### src/rtl/mem_stage_mc.sv
// mem_stage_mc: multi-cycle MEM pipeline stage with request/ready data-memory handshake.
//
// Sits between the X/M and M/W pipeline registers. ALU-only bundles pass through
// in one cycle; loads/stores are captured into holding registers and issued to a
// variable-latency memory, stalling upstream until mem_ready. The M/W bundle is
// registered here. A retired halt bundle parks the stage in HALT until reset.
//
// Optional feature: define MEM_TIMEOUT_EN to abort accesses that stay BUSY for
// TIMEOUT cycles (sticky mem_err, load data forced to all ones, RegWrite killed).
//
// Ports:
//   clk, rst_n                      clock (rising edge), async active-low reset
//   in_valid .. in_halt             X/M bundle from the previous stage
//   stall                           upstream must hold its X/M contents
//   mem_req/we/addr/wdata           registered request to data memory
//   mem_ready, mem_rdata            memory completion and read data
//   out_valid .. out_halt           registered M/W bundle
//   halted                          sticky, a halt bundle has retired
//   mem_err                         sticky, an access was aborted by timeout
module mem_stage_mc #(
    parameter int DATA_W  = 16,
    parameter int REG_W   = 4,
    parameter int TIMEOUT = 64
) (
    input  logic              clk,
    input  logic              rst_n,
    input  logic              in_valid,
    input  logic [DATA_W-1:0] in_addr,
    input  logic [DATA_W-1:0] in_wdata,
    input  logic [REG_W-1:0]  in_wr_reg,
    input  logic              in_mem_read,
    input  logic              in_mem_write,
    input  logic              in_reg_write,
    input  logic              in_mem_to_reg,
    input  logic              in_halt,
    output logic              stall,
    output logic              mem_req,
    output logic              mem_we,
    output logic [DATA_W-1:0] mem_addr,
    output logic [DATA_W-1:0] mem_wdata,
    input  logic              mem_ready,
    input  logic [DATA_W-1:0] mem_rdata,
    output logic              out_valid,
    output logic [DATA_W-1:0] out_alu,
    output logic [DATA_W-1:0] out_mdata,
    output logic [REG_W-1:0]  out_wr_reg,
    output logic              out_reg_write,
    output logic              out_mem_to_reg,
    output logic              out_halt,
    output logic              halted,
    output logic              mem_err
);
    typedef enum logic [1:0] {IDLE, BUSY, HALT} state_t;

    state_t            r_state;
    logic              r_req;
    logic [DATA_W-1:0] r_h_addr;
    logic [DATA_W-1:0] r_h_wdata;
    logic [REG_W-1:0]  r_h_wr_reg;
    logic              r_h_we;
    logic              r_h_rd;
    logic              r_h_reg_write;
    logic              r_h_mem_to_reg;
    logic              r_h_halt;
    logic              r_out_valid;
    logic [DATA_W-1:0] r_out_alu;
    logic [DATA_W-1:0] r_out_mdata;
    logic [REG_W-1:0]  r_out_wr_reg;
    logic              r_out_reg_write;
    logic              r_out_mem_to_reg;
    logic              r_out_halt;
    logic              r_halted;
    logic              w_mem_op;
    logic              w_to;
    logic              w_fin;

`ifdef MEM_TIMEOUT_EN
    localparam int CNT_W = $clog2(TIMEOUT + 1);
    logic [CNT_W-1:0] r_cnt;
    logic             r_err;
    // Abort at the end of the TIMEOUT-th BUSY cycle; a same-cycle ready wins.
    assign w_to    = !mem_ready && r_cnt == CNT_W'(TIMEOUT - 1);
    assign mem_err = r_err;
`else
    logic w_unused_timeout;
    assign w_unused_timeout = ^TIMEOUT;
    assign w_to    = 1'b0;
    assign mem_err = 1'b0;
`endif

    assign w_mem_op = in_mem_read | in_mem_write;
    assign w_fin    = r_state == BUSY && (mem_ready || w_to);
    // Upstream advances in the cycle the outstanding access retires.
    assign stall    = r_state == HALT || (r_state == BUSY && !w_fin) ||
                      (r_state == IDLE && in_valid && w_mem_op);

    assign mem_req        = r_req;
    assign mem_we         = r_h_we;
    assign mem_addr       = r_h_addr;
    assign mem_wdata      = r_h_wdata;
    assign out_valid      = r_out_valid;
    assign out_alu        = r_out_alu;
    assign out_mdata      = r_out_mdata;
    assign out_wr_reg     = r_out_wr_reg;
    assign out_reg_write  = r_out_reg_write;
    assign out_mem_to_reg = r_out_mem_to_reg;
    assign out_halt       = r_out_halt;
    assign halted         = r_halted;

    always_ff @(posedge clk or negedge rst_n) begin
        if (!rst_n) begin
            r_state          <= IDLE;
            r_req            <= 1'b0;
            r_h_addr         <= '0;
            r_h_wdata        <= '0;
            r_h_wr_reg       <= '0;
            r_h_we           <= 1'b0;
            r_h_rd           <= 1'b0;
            r_h_reg_write    <= 1'b0;
            r_h_mem_to_reg   <= 1'b0;
            r_h_halt         <= 1'b0;
            r_out_valid      <= 1'b0;
            r_out_alu        <= '0;
            r_out_mdata      <= '0;
            r_out_wr_reg     <= '0;
            r_out_reg_write  <= 1'b0;
            r_out_mem_to_reg <= 1'b0;
            r_out_halt       <= 1'b0;
            r_halted         <= 1'b0;
`ifdef MEM_TIMEOUT_EN
            r_cnt            <= '0;
            r_err            <= 1'b0;
`endif
        end else begin
            r_out_valid <= 1'b0;
            case (r_state)
                IDLE: if (in_valid) begin
                    if (w_mem_op) begin
                        r_h_addr       <= in_addr;
                        r_h_wdata      <= in_wdata;
                        r_h_wr_reg     <= in_wr_reg;
                        r_h_we         <= in_mem_write;
                        // Read+write together is treated as a write.
                        r_h_rd         <= in_mem_read & ~in_mem_write;
                        r_h_reg_write  <= in_reg_write;
                        r_h_mem_to_reg <= in_mem_to_reg;
                        r_h_halt       <= in_halt;
                        r_req          <= 1'b1;
                        r_state        <= BUSY;
`ifdef MEM_TIMEOUT_EN
                        r_cnt          <= '0;
`endif
                    end else begin
                        r_out_valid      <= 1'b1;
                        r_out_alu        <= in_addr;
                        r_out_mdata      <= '0;
                        r_out_wr_reg     <= in_wr_reg;
                        r_out_reg_write  <= in_reg_write;
                        r_out_mem_to_reg <= in_mem_to_reg;
                        r_out_halt       <= in_halt;
                        r_halted         <= in_halt;
                        r_state          <= in_halt ? HALT : IDLE;
                    end
                end
                BUSY: if (w_fin) begin
                    r_out_valid      <= 1'b1;
                    r_out_alu        <= r_h_addr;
                    // Without mem_ready this is a timeout abort.
                    r_out_mdata      <= !mem_ready ? '1 : r_h_rd ? mem_rdata : '0;
                    r_out_wr_reg     <= r_h_wr_reg;
                    r_out_reg_write  <= r_h_reg_write & mem_ready;
                    r_out_mem_to_reg <= r_h_mem_to_reg;
                    r_out_halt       <= r_h_halt;
                    r_halted         <= r_h_halt;
                    r_req            <= 1'b0;
                    r_state          <= r_h_halt ? HALT : IDLE;
`ifdef MEM_TIMEOUT_EN
                    r_err            <= r_err | ~mem_ready;
                end else begin
                    r_cnt            <= r_cnt + 1'b1;
`endif
                end
                default: ;
            endcase
        end
    end
endmodule
### config.mk
export PLATFORM = sky130hd
export DESIGN_NAME = mem_stage_mc
export DESIGN_NICKNAME = d
export VERILOG_FILES = /design/src/rtl/mem_stage_mc.sv
export SDC_FILE = /design/constraint.sdc
export NUM_CORES = 1
export LEC_CHECK = 0
export ABC_CLOCK_PERIOD_IN_PS = 2800
export CAP_MARGIN = 15
export CORE_UTILIZATION = 47
export DETAILED_ROUTE_END_ITERATION = 10
export GPL_TIMING_DRIVEN = 0
export PLACE_DENSITY = 0.88
export SLEW_MARGIN = 15
export SYNTH_ARGS = -nofsm -noshare
export SYNTH_HDL_FRONTEND = slang
export SYNTH_SLANG_ARGS = --single-unit
### constraint.sdc
create_clock -name clk -period 2.8 [get_ports clk]
set_clock_uncertainty 0.15 [all_clocks]
set_input_delay 0.7 -clock clk [delete_from_list [all_inputs] [get_ports clk]]
set_output_delay 0.7 -clock clk [all_outputs]
set_load 0.01 [all_outputs]
[Word level (Yosys, flattened, before mapping)]
Cells that the tools add are included.
Storage, ports and cells
  word-level logic and storage cells: 80
  register bits: 84
  bits in read-only memories: 0
  memory bits (writable): 0
  memories: 0
  output and inout port bits: 77
  bits of input ports: 61
  bits in latches: 0
Operators by class
  order comparisons: 0
  bitwise logic cells: 4
  shift operators: 0
  add/sub/neg operators: 0
  $mul: 0
  multiplexer cells: 40
  reduce and logical (&&, ||, !) cells: 13
  eq/ne operators: 6
  divide/modulo/power cells: 0
Operator list (count)
  $mux 16: 8
  $pmux 16 s2: 2
  $mux 1: 15
  $mux 4: 3
  $mux 2: 5
  $pmux 1 s2: 5
  $ne 2x2->1 const B: 4
  $pmux 4 s2: 1
  $reduce_and 4->1: 2
  $reduce_and 3->1: 2
  $logic_and 1x1->1: 4
  $pmux 2 s2: 1
  $and 1x1->1: 2
  $eq 2x1->1 const B: 1
  $eq 2x2->1 const B: 1
  $logic_not 2->1: 1
  $logic_or 1x1->1: 2
  $reduce_bool 2->1: 1
  $logic_not 1->1: 1
  $not 1->1: 1
  $or 1x1->1: 1

[Logic depth before layout (Yosys ltp)]
  word-level depth: 6
  gate-level depth with buffers: 6
  gate-level depth less buffers: 4

[Worst setup path after synthesis]
No wires, ideal clock.
  kind: input to output
  start: input port in_valid
  end: output port stall
  data arrival time: 1.536 ns
  cell stages on the path: 5
  buffers on the path: 2
  data required time: 1.950 ns
  path slack: 0.414 ns
  cells stage by stage: nor3b_2 -> o21a_1 -> buf_4 -> buf_6 -> a211o_1
Between the ends
  longest elaborated chain between the ends: 3
RTL lines
  from (decl): RTL line 27  | input logic in_valid,
  $logic_and 1x1->1 (2 in series): RTL line 95  | (r_state == IDLE && in_valid && w_mem_op);
  $logic_or 1x1->1: RTL line 94  | assign stall = r_state == HALT || (r_state == BUSY && !w_fin) ||
  to (decl): RTL line 36  | output logic stall,
No other way between the ends.

[Final worst setup path]
  start: register r_state[0]
  end: output port stall
Between the ends
  longest elaborated chain between the ends: 6
  elaborated cells between the ends (all ways): 10
  classes of those cells: eq/ne: 2; reduce/logical: 8
RTL lines
  from (decl): RTL line 55  | state_t r_state;
  from (signal assigned): RTL line 162  | r_state <= in_halt ? HALT : IDLE;
  from (signal assigned): RTL line 176  | r_state <= r_h_halt ? HALT : IDLE;
  $eq 2x1->1: RTL line 92, 94
  $logic_and 1x1->1: RTL line 92  | assign w_fin = r_state == BUSY && (mem_ready || w_to);
  $logic_not 1->1: RTL line 94
  $logic_and 1x1->1: RTL line 94
  $logic_or 1x1->1: RTL line 94
  $logic_or 1x1->1 (*): RTL line 94
Every way passes the cells marked *; elsewhere a longest branch is shown, timed or not.

==> impl_metrics.py <==
metrics = {
    "floorplan": {
        "num_rows": 31,
        "die_y_um": 89.1,
        "core_area_um2": 7290,
        "die_w_um": 89.1,
        "die_area_um2": 7950,
        "start_util_pct": 48.9,
        "pin_count": 138,
    },
    "clock_network": {
        "numCtsBuffers": 9,
        "cts.sink_count": 84,
        "hold_buffers": 0,
        "cts-root-buf": "clkbuf_8",
        "clk_pin_slew_ps": 80,
        "cts_buffer_depth": 2,
        "clock_latency_ps": 330,
        "cts.htree.levels": 3,
        "tritoncts": "yes",
    },
    "synthesis": {
        "synth-xor-area-share_pct": 0,
        "ys_seq_area_share_pct": 58.9,
        "synth_area_leaders": "dfrtp_1 (59%), mux2_2 (21%), mux2_4 (8.0%)",
        "async_flop_share_pct": 100,
        "synth-compound-area-share_pct": 6.17,
        "synth_top_family_by_area": "multiplexers",
        "yosys_register_bits": 84,
        "syn-num-nets": 280,
        "synthSimpleGateAreaFrac_pct": 2.00,
        "syn_inst": 219,
        "yosysMostFrequentCell": "dfrtp_1",
        "yosys.area.top_type": "dfrtp_1",
        "synth_cell_types": 26,
        "yosys.area.top_type_share_pct": 58.9,
        "netlist_area_um2": 3570,
        "synthMuxAreaShare_pct": 28.5,
        "synthTopCellsByCount": "dfrtp_1 (84), mux2_2 (65), mux2_4 (19)",
        "synth_flop_cell": "dfrtp_1",
        "ys.warnings.count": 0,
        "synth_fa_ha_area_share_pct": 0,
        "syn_area_per_cell_um2": 16.3,
        "synth-edff-count": 0,
    },
    "pwr": {
        "switching_share_pct": 28.7,
        "clkPwrFrac_pct": 16.8,
        "seqPwrFrac_pct": 38.9,
        "powerDensity_nw_per_um2": 1020,
        "ir_drop_mv": 0.496,
        "p_int_mw": 3.86,
        "p_sw_mw": 1.56,
        "p_comb_share_pct": 44.3,
        "p_leak_nw": 2.29,
    },
    "global_route": {
        "first_global_vias": 2457,
        "overflow": 0,
        "grt_max_degree": 54,
        "grt_pass1_wl_um": 12500,
        "grt_usage_pct": 21.3,
        "antenna_found_initial": 0,
    },
    "critical_path": {
        "rr_startpoint": "r_state[0]$_DFFE_PN0P_",
        "start_kind": "flop",
        "ff2ff_path_depth": 7,
        "critPathKind": "flop to primary output",
        "ff2ff_setup_slack_ps": 760,
        "worst_ep_required_time_ps": 1950,
        "critPathMaxFanout": 10,
        "endpoint_kind": "primary output",
        "reg2reg_to": "r_h_wr_reg[3]$_DFFE_PN0P_",
        "worstPathArrival_ps": 1690,
    },
    "drt": {
        "first_iter_violations": 65,
        "vias": 2359,
        "wirelength_um": 8050,
        "drtAntennaViolNets": 0,
        "firstDrtPassIters": 4,
        "wl_per_cell_um": 17.1,
        "routed_via_density": 5.00,
        "drc_errors": 0,
    },
    "layout": {
        "num_antenna_cells": 0,
        "syn2layout_area_growth_pct": 48.7,
        "drive_above_1_share_pct": 31.9,
        "utilization_pct": 72.8,
        "final_area_um2": 5310,
        "nNetsFinal": 429,
    },
    "sta": {
        "max_slew_margin_pct": 55.2,
        "grt_setup_unrepaired": "no",
        "hold_violations": 0,
        "tightest_slew_ps": 672,
        "drv_slew": 0,
        "period_minus_slack_ps": 2540,
        "fmax_ghz": 0.393,
        "post-route-period-util_pct": 90.8,
        "setup-violations-final": 0,
    },
    "placement": {
        "placed_area_um2": 5080,
        "port_buffers": 136,
        "dp_hpwl_um": 5720,
        "place_congestion": 0.666,
    },
    "hold_path": {
        "min_path_type": "input pin to async pin",
    },
    "run": {
        "cap_violations": 0,
    },
    "outcome": {
        "status": "finished clean",
    },
}
-- placed cells by master, fill, tap and decap left out, types with 2 or more instances in the layout --
cell / n
buf_2: 4
dfrtp_1: 84
mux2_2: 65
buf_4: 5
dlymetal6s2s_1: 3
o21a_1: 2
inv_1: 2
clkbuf_1: 4
clkdlybuf4s50_1: 131
bufinv_16: 2
buf_6: 4
buf_12: 2
clkbuf_8: 9
mux2_4: 19
a22o_1: 18
-- power by group through the flow --
stage	sequential [mW]	combinational (mW)	clock (mW)
final	2.11	2.40	0.911
after global routing	2.17	2.56	0.976
after CTS	2.11	2.43	0.935
after detailed placement	2.12	2.42	0
after global placement	2.08	2.37	0
after floorplan	2.31	0.882	0
-- worst max path at each step --
stage | slack [ps] | endpoint | from | cells after the start
final | 260 | stall | r_state[0]$_DFFE_PN0P_ | 5
after global routing | 160 | stall | r_state[0]$_DFFE_PN0P_ | 5
after CTS | 0.3 | stall | in_valid | 6
after detailed placement | -650 | stall | in_valid | 7
after global placement | -2120 | out_alu[0]$_DFFE_PN0P_ | rst_n | 1
after floorplan | 410 | stall | in_valid | 5
-- cells by family (layout without fill, tap and decap cells) --
kind of cell           Yosys count  count (layout)
AOI/OAI and AO/OA               25              25
buffers and inverters           17             171
DFF                             84              84
muxes                           84              84
other                            1               1
and+or+nand+nor                  8               8
-- layout make-up --
cell class	instances	area, µm²
Sequential cell	84	2100
Multi-Input combinational cell	118	1320
Buffer	13	134
Inverter	3	16.3
Tap cell	99	124
Clock buffer	12	135
Timing Repair Buffer	139	1400
Clock inverter	4	73.8
Fill cell	515	1980
-- metrics by stage --
stage | hold slack [ps] | power [mW] | setup TNS (ps) | instances | worst slack [ps]
finish | 140 | 5.42 | 0 | 472 | 257
global route | 169 | 5.71 | 0 | 472 | 155
CTS | 142 | 5.47 | 0 | 472 | 0.341
detailed placement | 331 | 4.54 | -650 | 455 | -650
global placement | 312 | 4.44 | -178010 | 454 | -2120
floorplan | 254 | 3.19 | 0 | 219 | 414
-- layer usage --
layer | global-route usage (%) | wire length, µm
met5 | 0 | 0
met4 | 7.94 | 123
met3 | 4.80 | 470
met2 | 36.1 | 3980
met1 | 26.9 | 3480
-- repair_timing --
action	in CTS	in global routing
setup buffers	2	0
setup endpoints to repair	1	1
gates resized for setup	7	3
-- worst max-delay path: stages (launching register included) --
cell and delay (ps):
dfrtp_1 350, buf_6 160, buf_2 280, inv_1 120, a211o_1 300, buf_2 140
Note: power is estimated with default switching activity, not from simulation.
